$ cat src/rtl/sub_pkg.sv
// Shared types and sizing helpers for the digit-serial subtractor.
package sub_pkg;

   typedef enum logic [1:0] {
      IDLE = 2'd0,
      RUN  = 2'd1,
      DONE = 2'd2
   } state_t;

   // Number of digit steps per operation; guarded so a bad DIGIT still elaborates far enough to hit the fatal check.
   function automatic int num_digits(input int width, input int digit);
      return (digit < 1) ? 1 : width / digit;
   endfunction

   function automatic int cnt_width(input int width, input int digit);
      int n;
      n = num_digits(width, digit);
      return (n <= 1) ? 1 : $clog2(n);
   endfunction

endpackage

$ cat src/rtl/digit_bls.sv
// Combinational DIGIT-bit borrow-lookahead subtractor: d = a - b - bin.
module digit_bls #(
   parameter int DIGIT = 4
) (
   input  logic [DIGIT-1:0] a,
   input  logic [DIGIT-1:0] b,
   input  logic             bin,
   output logic [DIGIT-1:0] d,
   output logic             bout
);

   logic [DIGIT-1:0] g;
   logic [DIGIT-1:0] p;
   logic [DIGIT:0]   brw;
   logic             chain;
   logic             term;
   logic             acc;

   // A bit generates a borrow when a=0,b=1 and passes one through when a==b.
   assign g = ~a & b;
   assign p = ~(a ^ b);

   // Each borrow is a flat sum of generate terms masked by the propagates above them.
   always_comb begin
      // NOTE: every variable gets a default at the top of the block so no path leaves it unassigned, which would infer a latch.
      brw    = '0;
      brw[0] = bin;
      chain  = 1'b0;
      term   = 1'b0;
      acc    = 1'b0;
      for (int i = 0; i < DIGIT; i++) begin
         chain = bin;
         for (int j = 0; j <= i; j++) chain = chain & p[j];
         acc = chain;
         for (int j = 0; j <= i; j++) begin
            term = g[j];
            for (int k = j + 1; k <= i; k++) term = term & p[k];
            acc = acc | term;
         end
         brw[i+1] = acc;
      end
   end

   assign d    = a ^ b ^ brw[DIGIT-1:0];
   assign bout = brw[DIGIT];

endmodule

$ cat src/rtl/digit_serial_sub.sv
// Multi-cycle subtractor: Diff = X - Y - Bin, DIGIT bits per clock through one lookahead slice.
module digit_serial_sub
   import sub_pkg::*;
#(
   parameter int WIDTH = 16,
   parameter int DIGIT = 4
) (
   input  logic             clk,
   input  logic             rst_n,
   input  logic             start,
   input  logic [WIDTH-1:0] X,
   input  logic [WIDTH-1:0] Y,
   input  logic             Bin,
   output logic             busy,
   output logic             done,
   output logic [WIDTH-1:0] Diff,
   output logic             Bout,
   output logic             V,
   output logic             Z
);

   localparam int N  = num_digits(WIDTH, DIGIT);
   localparam int CW = cnt_width(WIDTH, DIGIT);

   if (DIGIT < 1 || (WIDTH % DIGIT) != 0) begin : g_bad_params
      $fatal(1, "digit_serial_sub: WIDTH must be a positive multiple of DIGIT");
   end

   state_t           state;
   logic [WIDTH-1:0] xs;
   logic [WIDTH-1:0] ys;
   logic [WIDTH-1:0] wd;
   logic [WIDTH-1:0] wd_next;
   logic             brw;
   logic             x_sign;
   logic             y_sign;
   logic [CW-1:0]    cnt;
   logic [DIGIT-1:0] dig_d;
   logic             dig_b;
   logic             last_digit;

   digit_bls #(.DIGIT(DIGIT)) u_slice (
      .a    (xs[DIGIT-1:0]),
      .b    (ys[DIGIT-1:0]),
      .bin  (brw),
      .d    (dig_d),
      .bout (dig_b)
   );

   // Each new digit enters at the MSB end, so after N steps the word is in place.
   if (DIGIT == WIDTH) begin : g_single
      assign wd_next = dig_d;
   end else begin : g_multi
      assign wd_next = {dig_d, wd[WIDTH-1:DIGIT]};
   end

   assign last_digit = (cnt == CW'(N - 1));

   always_ff @(posedge clk or negedge rst_n) begin
      if (!rst_n) begin
         state  <= IDLE;
         busy   <= 1'b0;
         done   <= 1'b0;
         Diff   <= '0;
         Bout   <= 1'b0;
         V      <= 1'b0;
         Z      <= 1'b0;
         xs     <= '0;
         ys     <= '0;
         wd     <= '0;
         brw    <= 1'b0;
         x_sign <= 1'b0;
         y_sign <= 1'b0;
         cnt    <= '0;
      end else begin
         // NOTE: sequential state uses non-blocking assignments so every register samples pre-edge values.
         case (state)
            IDLE, DONE: begin
               done <= 1'b0;
               if (start) begin
                  xs     <= X;
                  ys     <= Y;
                  brw    <= Bin;
                  x_sign <= X[WIDTH-1];
                  y_sign <= Y[WIDTH-1];
                  wd     <= '0;
                  cnt    <= '0;
                  busy   <= 1'b1;
                  state  <= RUN;
               end else begin
                  busy  <= 1'b0;
                  state <= IDLE;
               end
            end
            RUN: begin
               xs  <= xs >> DIGIT;
               ys  <= ys >> DIGIT;
               brw <= dig_b;
               wd  <= wd_next;
               cnt <= cnt + 1'b1;
               if (last_digit) begin
                  busy  <= 1'b0;
                  done  <= 1'b1;
                  Diff  <= wd_next;
                  Bout  <= dig_b;
                  V     <= (x_sign != y_sign) && (wd_next[WIDTH-1] != x_sign);
                  Z     <= (wd_next == '0);
                  state <= DONE;
               end
            end
            default: begin
               busy  <= 1'b0;
               done  <= 1'b0;
               state <= IDLE;
            end
         endcase
      end
   end

endmodule

$ cat config.mk
export PLATFORM = sky130hd
export DESIGN_NAME = digit_serial_sub
export DESIGN_NICKNAME = d
export VERILOG_FILES = /design/src/rtl/sub_pkg.sv /design/src/rtl/digit_bls.sv /design/src/rtl/digit_serial_sub.sv
export SDC_FILE = /design/constraint.sdc
export NUM_CORES = 1
export LEC_CHECK = 0
export CAP_MARGIN = 5
export CORE_MARGIN = 2
export CORE_UTILIZATION = 30
export DETAILED_ROUTE_END_ITERATION = 12
export GPL_TIMING_DRIVEN = 0
export PLACE_DENSITY = 0.5
export SYNTH_ARGS = -nofsm -noshare
export SYNTH_HDL_FRONTEND = slang
export SYNTH_HIERARCHICAL = 1
export SYNTH_SLANG_ARGS = --single-unit
$ cat constraint.sdc
create_clock -name clk -period 2.6 [get_ports clk]
set_input_delay 0.26 -clock clk [delete_from_list [all_inputs] [get_ports clk]]
set_output_delay 0.26 -clock clk [all_outputs]
set_load 0.01 [all_outputs]
# Word-level counts from Yosys, hierarchy flattened
# Cells that the tools add are included.
word_totals:
  latchBits: 0
  ramBits: 0
  rom_bits: 0
  mem_count: 0
  elab_cells: 73
  reg_bits: 76
op_classes:
  magnitude_cmp: 0
  n_eq_ne: 7
  div_mod_pow: 0
  shift: 0
  mul: 0
  reduce_logical: 8
  n_mux: 18
  n_addsub: 1
  bitwise_logic: 25
ops:
  columns: ["op", "count"]
  rows:
  - ["case mux 16 bit (2 select lines)", 3]
  - ["two-way mux 16 bit", 3]
  - ["logical NOT 16 bit", 1]
  - ["bitwise AND 1 bit", 10]
  - ["OR 1 bit", 10]
  - ["inverter 4 bit", 2]
  - ["case mux 2 bit (2 select lines)", 2]
  - ["bitwise XOR 4 bit", 2]
  - ["two-way mux 1 bit", 6]
  - ["AND reduction 2 bit", 3]
  - ["bitwise AND 4 bit", 1]
  - ["equality test 2 bit (second input constant)", 2]
  - ["two-way mux 2 bit", 2]
  - ["inequality test 2 bit (second input constant)", 2]
  - ["case mux 1 bit (2 select lines)", 2]
  - ["adder 2 x 1 -> 2 bit (second input constant)", 1]
  - ["equality test 2 x 1 -> 1 bit (second input constant)", 1]
  - ["logical NOT 2 bit", 1]
  - ["inequality test 1 bit", 2]
  - ["nonzero test 2 bit", 1]
  - ["OR reduction 2 bit", 1]
  - ["logical AND 1 bit", 1]

# Depth between registers and ports, before layout
# Gate-level depths: netlist of the first run.
logic_depth:
  word_depth: 11
  ltp_mapped: 9

# Modules after synthesis
# Netlist of the first run, hierarchy kept.
by_module_without_submodules:
  columns: ["module", "seq_area_each_um2", "cells_each", "n_inst", "area_per_inst_um2"]
  rows:
  - ["digit_serial_sub", 1776.7, 233, 1, 2788.9]
  - ["digit_bls", 0.0, 21, 1, 166.4]

# Worst setup path before layout of the first run
# No wires, ideal clock.
synth_path:
  path_type: "reg2reg"
  from: "register xs[0]"
  to: "register Z"
  path_slack_ns: 0.736
  path_buffers: 0
  stages_incl_launch_ff: 10
  t_arrival_ns: 1.788
  setup_time_ns: 0.076
  cell_sequence: "dfrtp_1 > inv_1 > ha_1 > ha_1 > o211ai_1 > nand2_1 > xnor2_1 > nor4_1 > nand4_1 > o21ai_1"
synth_between:
  elab_chain_cells: 10
  elab_cells_between_ends: 17
synth_rtl:
  columns: ["element", "line", "rtl"]
  rows:
  - ["start: declaration", "digit_serial_sub.sv:30", "logic [WIDTH-1:0] xs;"]
  - ["start signal: assignment", "digit_serial_sub.sv:96", "xs <= xs >> DIGIT;"]
  - ["bitwise XOR 4 bit", "digit_bls.sv:21", "assign p = ~(a ^ b);"]
  - ["inverter 4 bit", "digit_bls.sv:21", null]
  - ["bitwise AND 1 bit (3 in series)", "digit_bls.sv:33", "for (int j = 0; j <= i; j++) chain = chain & p[j];"]
  - ["OR 1 bit (*) (3 in series)", "digit_bls.sv:38", "acc = acc | term;"]
  - ["bitwise XOR 4 bit (*)", "digit_bls.sv:44", "assign d = a ^ b ^ brw[DIGIT-1:0];"]
  - ["net dig_d[3]", "digit_serial_sub.sv:38", "logic [DIGIT-1:0] dig_d;"]
  - ["logical NOT 16 bit (*)", "digit_serial_sub.sv:107", "Z <= (wd_next == '0);"]
  - ["end signal: assignment", "digit_serial_sub.sv:107", null]
  - ["end: declaration", "digit_serial_sub.sv:19", "output logic Z"]
# The timed path passes the listed nets; every way through them passes the cells marked *.
# A chain may end at the register's enable or synchronous reset.

# Worst setup path in the final report of the first run
# Same ends and word-level chain as after synthesis.

==> impl_results.md, run 1 <==
* # setup viols final at 0
* PostCTS Resize Cnt at 0
* Status: finished clean
* Syn Nets at 297
* # diodes at 0
* Fraction of the mapped netlist area in simple logic gates at a little under an eighth
* Syn Inst Count at 254
* Main combinational cell family by area after synthesis: compound AO/OA/AOI/OAI gates
* Final worst path period share at ~82%
* Net Sw Frac at 37.42%
* Xor and xnor area share after synthesis at 0.8891%
* Largest net degree at the start of global routing at 62
* Clock Tree Root: clkbuf_8
* Io pins at 57
* Peak supply drop at roughly 0.38 mV
* Critical path's slowest cell: dfrtp_1
* Mux share of post-synthesis cell area at 6.478%
* Max Root-Sink Buffers at 2
* Critical path, cell by cell: inv_1 -> ha_1 -> ha_1 -> o211ai_1 -> nand2_1 -> xnor2_1 -> nor4_1 -> nand4_1 -> o21ai_1
* Postcts setup bufs at 0
* Avg Synthesized Cell Area at ~12 um^2
* Crit end category: flop
* Post-synthesis sequential area ratio at 60.12%
* Via-per-instance ratio at 4.856
* Internal power at around 3.2 mW
* Synth top area share at roughly three fifths
* Post-layout minimum cycle time at between 2 and 2.5 ns
* Worst-Margin Slew at approximately 0.55 ns
* Cts bufs inserted at 9
* Worst skew pair latency at 0.34 ns
* Dominant cell type by area after synthesis: dfrtp_1
* Yosys warns at 6
* RSZ-0062 raised after global routing: false
* Pwr dens at 1325 nW/um^2
* Synth async-reset ratio at 100.0%
* Final max-slew violation count at 0
* Crit-path most repeated cell: ha_1
* Area grow syn2layout at 31.96%
* Die W at roughly 100 um
* Via Count at 2229
* Setup_tns at 0 ns
* Critical Path AT at 2.38 ns
* Top post-synthesis cells by area: dfrtp_1 (60%), mux2_1 (6.5%), a22o_1 (6.2%)
* Register-to-register setup slack at 0.48 ns
* Fillers at 969
* Synth top cells by count: dfrtp_1 (71), nor2_1 (25), nor3_1 (25), o22ai_1 (25), a22o_1 (21)
* Post-DRT Antenna Nets at 0
* Worst Path Buf+Inv at 1
* Worst setup SP type: flop
* Drt initial violations at 54
* Die Footprint at between 10000 and 15000 um^2
* Initial antenna violation count at 0
* Yosys cell types at 30
* Hold WC Path Type: input pin to asynchronous set/reset pin
* Placed Area at 3707 um^2
* Synth Register Bits at 71
* Dpl hpwl at 4931 um
* GRT overflow at 0
* Number of remaining DRC errors at 0
* Cell depth of the worst flop-to-flop path at 9
* Family with the most delay on the worst path: simple AND/OR/NAND/NOR gates
* Max Cap Viol at 0
* Post-synth top flop: dfrtp_1
* Post-synthesis compound-gate area fraction at 13.46%
* Nets@finish at 366
* IO buf count at 56
* Clock network power share at 16.0%
* DR WL/cell at 15.26 um
* Slew margin rel. at 63.66%
* Fin. Hold Viols at 0
* EDFF count, synth at 0
* Post-CTS Hold Buffers at 1
* Cell area after layout at 3900 um^2
* H-tree depth at 3
* Crit path kind: flop to flop
* Seq pwr share at 38.4%
* Static Leak at 1.720 nW
* Mapped cell area at 2955 um^2
* Layout cells sized above 1 at 8.896%
* CP Max Fanout at 5
* Synth Area in Adders at roughly 3.2%
* Gate power share at 45.6%
* Top-count cell post-synth: dfrtp_1
* Detailed-route wire length at 7006 um
* Clock Skew at 0.007228 ns
* Sink Count at just over 70
* Max Clk Rate at 471.3 MHz
* R2r startpoint: xs[0]
* DRT Pass-1 Iters at 4
* Clock-pin slew on the worst setup and hold paths at around 0.070 ns
* CTS tree: done
* Core area at 9684 um^2
* Initial core utilization at 30.52%
* Sw power at ~1.9 mW
* RD Place Congestion at around 0.75
* Crit path required time at 2.86 ns
* Tot GR Track Use at between 10 and 15%
* First-pass GRT wire length at 11370 um
* Reg2reg end: Z
* Die height at 103.3 um
* CP peak stage delay at 0.40 ns
* FP Rows at 36
* Power Total at around 5.2 mW
* Vias in the first global route at between 2000 and 2500
registers in the layout (all words and copies together) (netlist names):
| name | flops |
|---|---|
| brw | 1 |
| Diff | 16 |
| Bout | 1 |
| y_sign | 1 |
| xs | 16 |
| V | 1 |
| Z | 1 |
| ys | 16 |
| cnt | 2 |
| wd | 12 |
| x_sign | 1 |
| state | 2 |
| busy | 1 |
routing by layer:
| metal | global-route usage (%) | up-vias | wire (um) |
|---|---|---|---|
| met2 | 21.68 | 66 | 3095 |
| met1 | 19.79 | 1095 | 3494 |
| met3 | 2.957 | 11 | 303 |
| li1 | - | 1057 | - |
| met4 | 6.478 | 0 | 113 |
| met5 | 0 | - | 0 |
layout make-up:
type	instances	area, um^2	share of cell area, %
Buffer	18	88.84	2.278
Timing Repair Buffer	58	595.6	15.27
Sequential cell	71	1777	45.56
Tap cell	133	166.4	4.267
Multi-Input combinational cell	157	1060	27.17
Clock buffer	14	182.7	4.684
Inverter	8	30.03	0.7700
kinds of logic after synthesis:
family / Yosys count
fa+ha+maj: 7
flops: 71
compound gates: 56
buf+inv: 26
mux: 17
xor+xnor: 3
simple gates: 74
placed cells by master (no fill, tap or decap):
master	n
dfrtp_1	71
clkdlybuf4s50_1	55
o22ai_1	25
nor3_1	25
nor2_1	25
a22o_1	21
mux2_1	17
clkbuf_8	13
buf_2	11
nand2_1	9
inv_1	8
clkbuf_1	6
ha_1	6
o21ai_1	4
nor4_1	4
nand2b_1	3
buf_4	3
nor2b_1	2
a21oi_1	2
xnor2_1	2
and2b_1	1
nand3b_1	1
nor2_2	1
nand3_1	1
nor3b_1	1
nand4_1	1
o31ai_1	1
dlygate4sd3_1	1
buf_16	1
o21ai_0	1
xor2_1	1
o211ai_1	1
a21o_1	1
fa_1	1
how the worst max path moves through the flow:
| stage | slack (ns) | start | cells past startpoint | end |
|---|---|---|---|---|
| 3_5_place_dp | 0.42 | xs[0] | 9 | Z |
| 2_1_floorplan | 0.74 | xs[0] | 9 | Z |
| 3_3_place_gp | -1.25 | rst_n | 1 | ys[14] |
| 6_report | 0.48 | xs[0] | 9 | Z |
| 4_1_cts | 0.40 | xs[0] | 9 | Z |
| 5_1_grt | 0.28 | xs[0] | 9 | Z |
per-stage QoR:
step	cells	setup WS (ns)	util (%)	hold slack, ns
finish	459	0.4783	40.27	0.3131
global route	459	0.2827	40.27	0.3182
CTS	459	0.4007	40.27	0.2995
detailed placement	444	0.4218	38.28	0.1088
global placement	443	-1.250	38.02	0.4725
floorplan	254	0.7359	-	-0.03559
power by group through the flow:
stage | clock network (mW) | registers (mW) | logic, mW
after floorplan | 0 | 1.98 | 1.53
after global placement | 0 | 2.00 | 2.36
after detailed placement | 0 | 2.01 | 2.38
after CTS | 0.851 | 1.99 | 2.39
after global routing | 0.895 | 2.05 | 2.64
final | 0.826 | 1.99 | 2.35
Note: power is estimated with default switching activity, not from simulation.
==> inputs of run 2 (changes only) <==
Clock period 2.6 ns to 2.11 ns, I/O delays scaled along.
==> run 2 against run 1 <==
  * Cell area rose by 0.99%
  * Die area did not move
  * Hold slack got worse by 0.048 ns
  * Power rose by 26%
  * Combinational power rose by 30%
  * Global-route usage did not move
  * Clock skew barely moved
  * Utilization rose by 0.40 points
  * Critical endpoint unchanged
  * Highest routed layer unchanged
==> impl_results.md, run 2 (synthesized netlist as in run 1, its figures left out) <==
* Status: finished clean
* IO buf count at 56 (unchanged)
* Crit path kind: flop to flop
* Tot GR Track Use at 14.29% (unchanged)
* Max Root-Sink Buffers at 2 (unchanged)
* Die height at 103.3 um (unchanged)
* Met3 wire length at 347 um (+15%)
* Max Clk Rate at 524.1 MHz (+11%)
* Post-DRT Antenna Nets at 0 (unchanged)
* Dpl hpwl at 4931 um (unchanged)
* Critical path's slowest cell: dfrtp_1
* CP Max Fanout at 5 (unchanged)
* Critical Path AT at 2.17 ns (-0.21 ns)
* Critical path, cell by cell: inv_1 -> ha_1 -> ha_1 -> o211ai_1 -> nand2_1 -> xnor2_4 -> nor4_2 -> nand4_1 -> o21ai_1
* Met2 WL at 3126 um (+1.0%)
* Fillers at 964 (-0.52%)
* Worst setup SP type: flop
* Number of remaining DRC errors at 0 (unchanged)
* Largest net degree at the start of global routing at 62 (unchanged)
* Metal-1 WL at 3446 um (-1.4%)
* Via Count at 2240 (+0.49%)
* H-tree depth at 3 (unchanged)
* Worst skew pair latency at 0.34 ns (about the same)
* Worst Path Buf+Inv at 1 (unchanged)
* Io pins at 57 (unchanged)
* Fin. Hold Viols at 0 (unchanged)
* Drt initial violations at 74 (+37%)
* Gate power share at 46.9% (+1.3 points)
* RD Place Congestion at 0.7528 (unchanged)
* Initial antenna violation count at 0 (unchanged)
* # diodes at 0 (unchanged)
* First-pass GRT wire length at 11370 um (unchanged)
* Post-layout minimum cycle time at 1.908 ns (-0.2138 ns)
* Crit-path most repeated cell: ha_1
* Sink Count at 71 (unchanged)
* Max Cap Viol at 0 (unchanged)
* Final max-slew violation count at 0 (unchanged)
* Hold WC Path Type: input pin to asynchronous set/reset pin
* Commonest non-fill, non-tap cell in the layout: dfrtp_1
* Die W at 103.3 um (unchanged)
* Clock-pin slew on the worst setup and hold paths at 0.07 ns (about the same)
* Power Total at 6.532 mW (+26%)
* Vias in the first global route at 2231 (unchanged)
* Pwr dens at 1659 nW/um^2 (+25%)
* Family with the most delay on the worst path: adder cells
* Top flop regs: Diff (16), xs (16), ys (16)
* Peak supply drop at 0.4645 mV (+24%)
* Final worst path period share at 90.42% (+8.8 points)
* Core area at 9684 um^2 (unchanged)
* Clock Tree Root: clkbuf_8
* Via-per-instance ratio at 4.870 (+0.28%)
* CTS tree: done
* Layout cells sized above 1 at 10.09% (+1.2 points)
* Static Leak at 1.733 nW (+0.78%)
* Initial core utilization at 30.52% (unchanged)
* Seq pwr share at 37.5% (-0.9 points)
* FP Rows at 36 (unchanged)
* Crit path required time at 2.37 ns (-0.49 ns)
* CP peak stage delay at 0.38 ns (-0.02 ns)
* Crit end category: flop
* Placed Area at 3707 um^2 (unchanged)
* Internal power at 4.079 mW (+26%)
* RSZ-0062 raised after global routing: false
* Cell area after layout at 3939 um^2 (+0.99%)
* Area grow syn2layout at 33.28%
* DRT Pass-1 Iters at 5 (+1)
* Register-to-register setup slack at 0.20 ns (-0.28 ns)
* Detailed-route wire length at 7048 um (+0.60%)
* DR WL/cell at 15.32 um (+0.38%)
* Clock network power share at 15.6% (-0.4 points)
* Worst-Margin Slew at 0.5386 ns (-0.006557 ns)
* Cts bufs inserted at 9 (unchanged)
* Sw power at 2.453 mW (+27%)
* Clock Skew at 0.007013 ns (-0.0002144 ns)
* Nets@finish at 367 (+0.27%)
* # setup viols final at 0 (unchanged)
* Net Sw Frac at 37.56% (+0.13 points)
* Hold_ws at 0.2649 ns (-0.04821 ns)
* GRT overflow at 0 (unchanged)
* Top sig layer: met4
* Slew margin rel. at 64.09% (+0.44 points)
* Most frequent cells in the layout: dfrtp_1 (71), clkdlybuf4s50_1 (55), o22ai_1 (25), nor3_1 (25), nor2_1 (25)
* Die Footprint at 10660 um^2 (unchanged)
## run 2: final cells by class
| class | instances | area, um^2 | area share [%] |
|---|---|---|---|
| multi-input cells | 157 | 1091 | 27.70 |
| flip-flops and latches | 71 | 1777 | 45.11 |
| clock buffers | 14 | 182.7 | 4.638 |
| repair buffers | 59 | 603.1 | 15.31 |
| plain buffers | 18 | 88.84 | 2.255 |
| well taps | 133 | 166.4 | 4.225 |
| inverters | 8 | 30.03 | 0.7624 |
## run 2: power by group through the flow
stage	sequential (mW)	combinational, mW	clock, mW
2_1_floorplan	2.44	1.88	0
6_report	2.45	3.06	1.02
5_1_grt	2.53	3.42	1.10
3_5_place_dp	2.48	2.94	0
3_3_place_gp	2.46	2.90	0
4_1_cts	2.45	2.94	1.05
## run 2: through the flow
| stage | TNS [ns] | instances | worst slack, ns | util (%) |
|---|---|---|---|---|
| after floorplan | 0 | 254 | 0.2459 | - |
| after global placement | -119.78 | 443 | -1.691 | 38.02 |
| after detailed placement | -0.06818 | 444 | -0.06818 | 38.28 |
| after CTS | 0 | 459 | 0.01264 | 40.27 |
| after global routing | 0 | 460 | 0.009399 | 40.67 |
| final | 0 | 460 | 0.2021 | 40.67 |
## run 2: path summary, 6_finish.rpt
| path | to | from | cells past startpoint |
|---|---|---|---|
| setup reg to reg | Z | xs[0] | 9 |
| setup / recovery | Z | xs[0] | 9 |
| max in group asynchronous | ys[11] | rst_n | 3 |
| hold / removal | Diff[3] | rst_n | 2 |
| min in group clk | y_sign | Y[15] | 3 |
| hold reg to reg | cnt[0] | cnt[0] | 1 |
## run 2: layer usage
layer  vias up  GRT usage, %
met1      1091         19.79
met2        77         21.68
met5         -             0
met4         0         6.478
met3        11         2.957
li1       1061             -
## run 2: worst reg2reg max path, stage by stage (launching register included)
cell and delay [ns]:
dfrtp_1 0.38, inv_1 0.06, ha_1 0.29, ha_1 0.19, o211ai_1 0.17, nand2_1 0.16, xnor2_4 0.19, nor4_2 0.15
nand4_1 0.13, o21ai_1 0.13
## run 2: timing repair
item                                    CTS  global route
endpoints found under the hold margin    71             0
setup buffers                             0             1
pin swaps                                 1             1
hold buffers                              1             0
endpoints found under the setup margin    1             2
gates resized for setup                   0             4
==> inputs of run 3 (changes only) <==
Settings changed: CORE_ASPECT_RATIO from default to 1.25.
==> run 3 against run 2 <==
  * Maximum frequency is 2.8% lower
  * Critical path depth stayed put
  * First-iteration DRC count is 12% lower
  * Global-route usage is 0.42 points higher
  * Largest power group unchanged
==> impl_results.md, run 3 (synthesized netlist as in run 1, its figures left out) <==
* GRT overflow at 0 (unchanged)
* H-tree depth at 3 (unchanged)
* Final worst path period share at 93.00% (+2.6 points)
* Slew margin rel. at 64.75% (+0.65 points)
* Fin. Hold Viols at 0 (unchanged)
* Core area at 9609 um^2 (-0.78%)
* Crit path required time at 2.37 ns (about the same)
* Io pins at 57 (unchanged)
* Max Clk Rate at 509.6 MHz (-2.8%)
* Dpl hpwl at 5062 um (+2.7%)
* Number of remaining DRC errors at 0 (unchanged)
* Crit end category: flop
* IO buf count at 56 (unchanged)
* # setup viols final at 0 (unchanged)
* Most frequent cells in the layout: dfrtp_1 (71), clkdlybuf4s50_1 (55), o22ai_1 (25), nor3_1 (25), nor2_1 (25)
* Max Cap Viol at 0 (unchanged)
* Hold WC Path Type: input pin to asynchronous set/reset pin
* Clock Skew at 0.009068 ns (+0.002055 ns)
* Tot GR Track Use at 14.72% (+0.42 points)
* Post-layout minimum cycle time at 1.962 ns (+0.05432 ns)
* Cts bufs inserted at 9 (unchanged)
* Multi-input logic area at 1076 um^2 (-1.4%)
* Area grow syn2layout at 36.37%
* RD Place Congestion at 0.7829 (+4.0%)
* FP Rows at 40 (+11%)
* Initial antenna violation count at 0 (unchanged)
* Max Root-Sink Buffers at 2 (unchanged)
* DR WL/cell at 15.65 um (+2.2%)
* Worst setup SP type: flop
* DRT Pass-1 Iters at 4 (-1)
* Worst-Margin Slew at 0.5288 ns (-0.009796 ns)
* Peak supply drop at 0.6064 mV (+31%)
* Status: finished clean
* Via-per-instance ratio at 4.893 (+0.48%)
* Vias in the first global route at 2259 (+1.3%)
* Largest net degree at the start of global routing at 40 (-35%)
* CTS tree: done
* Die height at 115.0 um (+11%)
* Detailed-route wire length at 7154 um (+1.5%)
* Static Leak at 1.786 nW (+3.1%)
* Die Footprint at 10670 um^2 (about the same)
* Worst skew pair latency at 0.33 ns (about the same)
* Fillers at 962 (-0.21%)
* Layout cells sized above 1 at 11.18% (+1.1 points)
* Clock Tree Root: clkbuf_16
* Commonest non-fill, non-tap cell in the layout: dfrtp_1
* CP Max Fanout at 5 (unchanged)
* Crit path kind: flop to flop
* Critical Path AT at 2.22 ns (+0.05 ns)
* Via Count at 2236 (-0.18%)
* Initial core utilization at 30.76% (+0.24 points)
* Clock-pin slew on the worst setup and hold paths at 0.06 ns (about the same)
* Sink Count at 71 (unchanged)
* Pwr dens at 1723 nW/um^2 (+3.9%)
* Register area at 1777 um^2 (unchanged)
* Hold_ws at 0.3788 ns (+0.1139 ns)
* Drt initial violations at 65 (-12%)
* Top flop regs: Diff (16), xs (16), ys (16)
* Setup_tns at 0 ns (unchanged)
* Nets@finish at 369 (+0.54%)
* Final max-slew violation count at 0 (unchanged)
* First-pass GRT wire length at 11960 um (+5.2%)
* # diodes at 0 (unchanged)
* Post-DRT Antenna Nets at 0 (unchanged)
* Die W at 92.78 um (-10%)
run 3: cell types whose count changed in the layout (fill, tap and decap cells not counted), moves of 2 or more:
cell / before / now
buf_4: 4 / 6
clkbuf_16: 0 / 9
clkbuf_8: 13 / 0
clkinv_2: 0 / 3
run 3: routing by layer:
layer | routed length, um | up-vias | GRT usage, %
met1 | 3220 | 1118 | 19.10
met3 | 252 | 7 | 3.342
li1 | - | 1068 | -
met5 | 0 | - | 0
met4 | 92 | 0 | 5.294
met2 | 3589 | 43 | 24.25
run 3: report_power, final:
group,total (mW),internal (mW),switching [mW]
Combinational,3.03,1.50,1.53
Clock,1.47,0.910,0.558
Sequential,2.44,2.02,0.423
Total,6.94,4.44,2.51
run 3: cell type report:
cell class,instances,area share (%)
repair buffers,61,15.15
inverters,8,0.7451
plain buffers,18,2.204
clock buffers,10,5.681
well taps,126,3.912
clock inverters,6,1.521
flip-flops and latches,71,44.09
multi-input cells,157,26.70
run 3: path summary, 6_finish.rpt:
kind	startpoint	to	slack [ns]	depth (start not counted)
min	rst_n	Diff[10]	0.38	2
max in group asynchronous	rst_n	ys[3]	1.17	3
min reg2reg	Diff[1]	Diff[1]	0.48	1
min in group clk	Y[15]	y_sign	0.48	3
max reg2reg	xs[0]	Z	0.15	9
max	xs[0]	Z	0.15	9
run 3: worst max-delay path, cell delays in order (launching register included):
cell and delay (ns):
dfrtp_1 0.38, inv_1 0.06, ha_1 0.29, ha_1 0.19, o211ai_1 0.17, nand2_1 0.12, xnor2_2 0.20, nor4_2 0.23
nand4_1 0.14, o21ai_1 0.12
run 3: metrics by stage:
stage	worst slack, ns	instances	area (um^2)	util, %	power [mW]
final	0.1478	457	4030	41.94	6.943
after global placement	-1.726	436	3674	38.23	5.357
after CTS	0.09771	454	4005	41.68	6.975
after detailed placement	-0.1042	437	3691	38.41	5.422
after global routing	-0.01027	457	4030	41.94	7.492
after floorplan	0.2459	254	2955	-	4.322
run 3: repair_timing:
action                                 in CTS  in global routing
endpoints found under the hold margin      32                  0
gates resized for setup                     2                  1
setup endpoints to repair                   1                  2
pin swaps                                   1                  3
buffers inserted                            0                  3
hold buffers                                1                  0
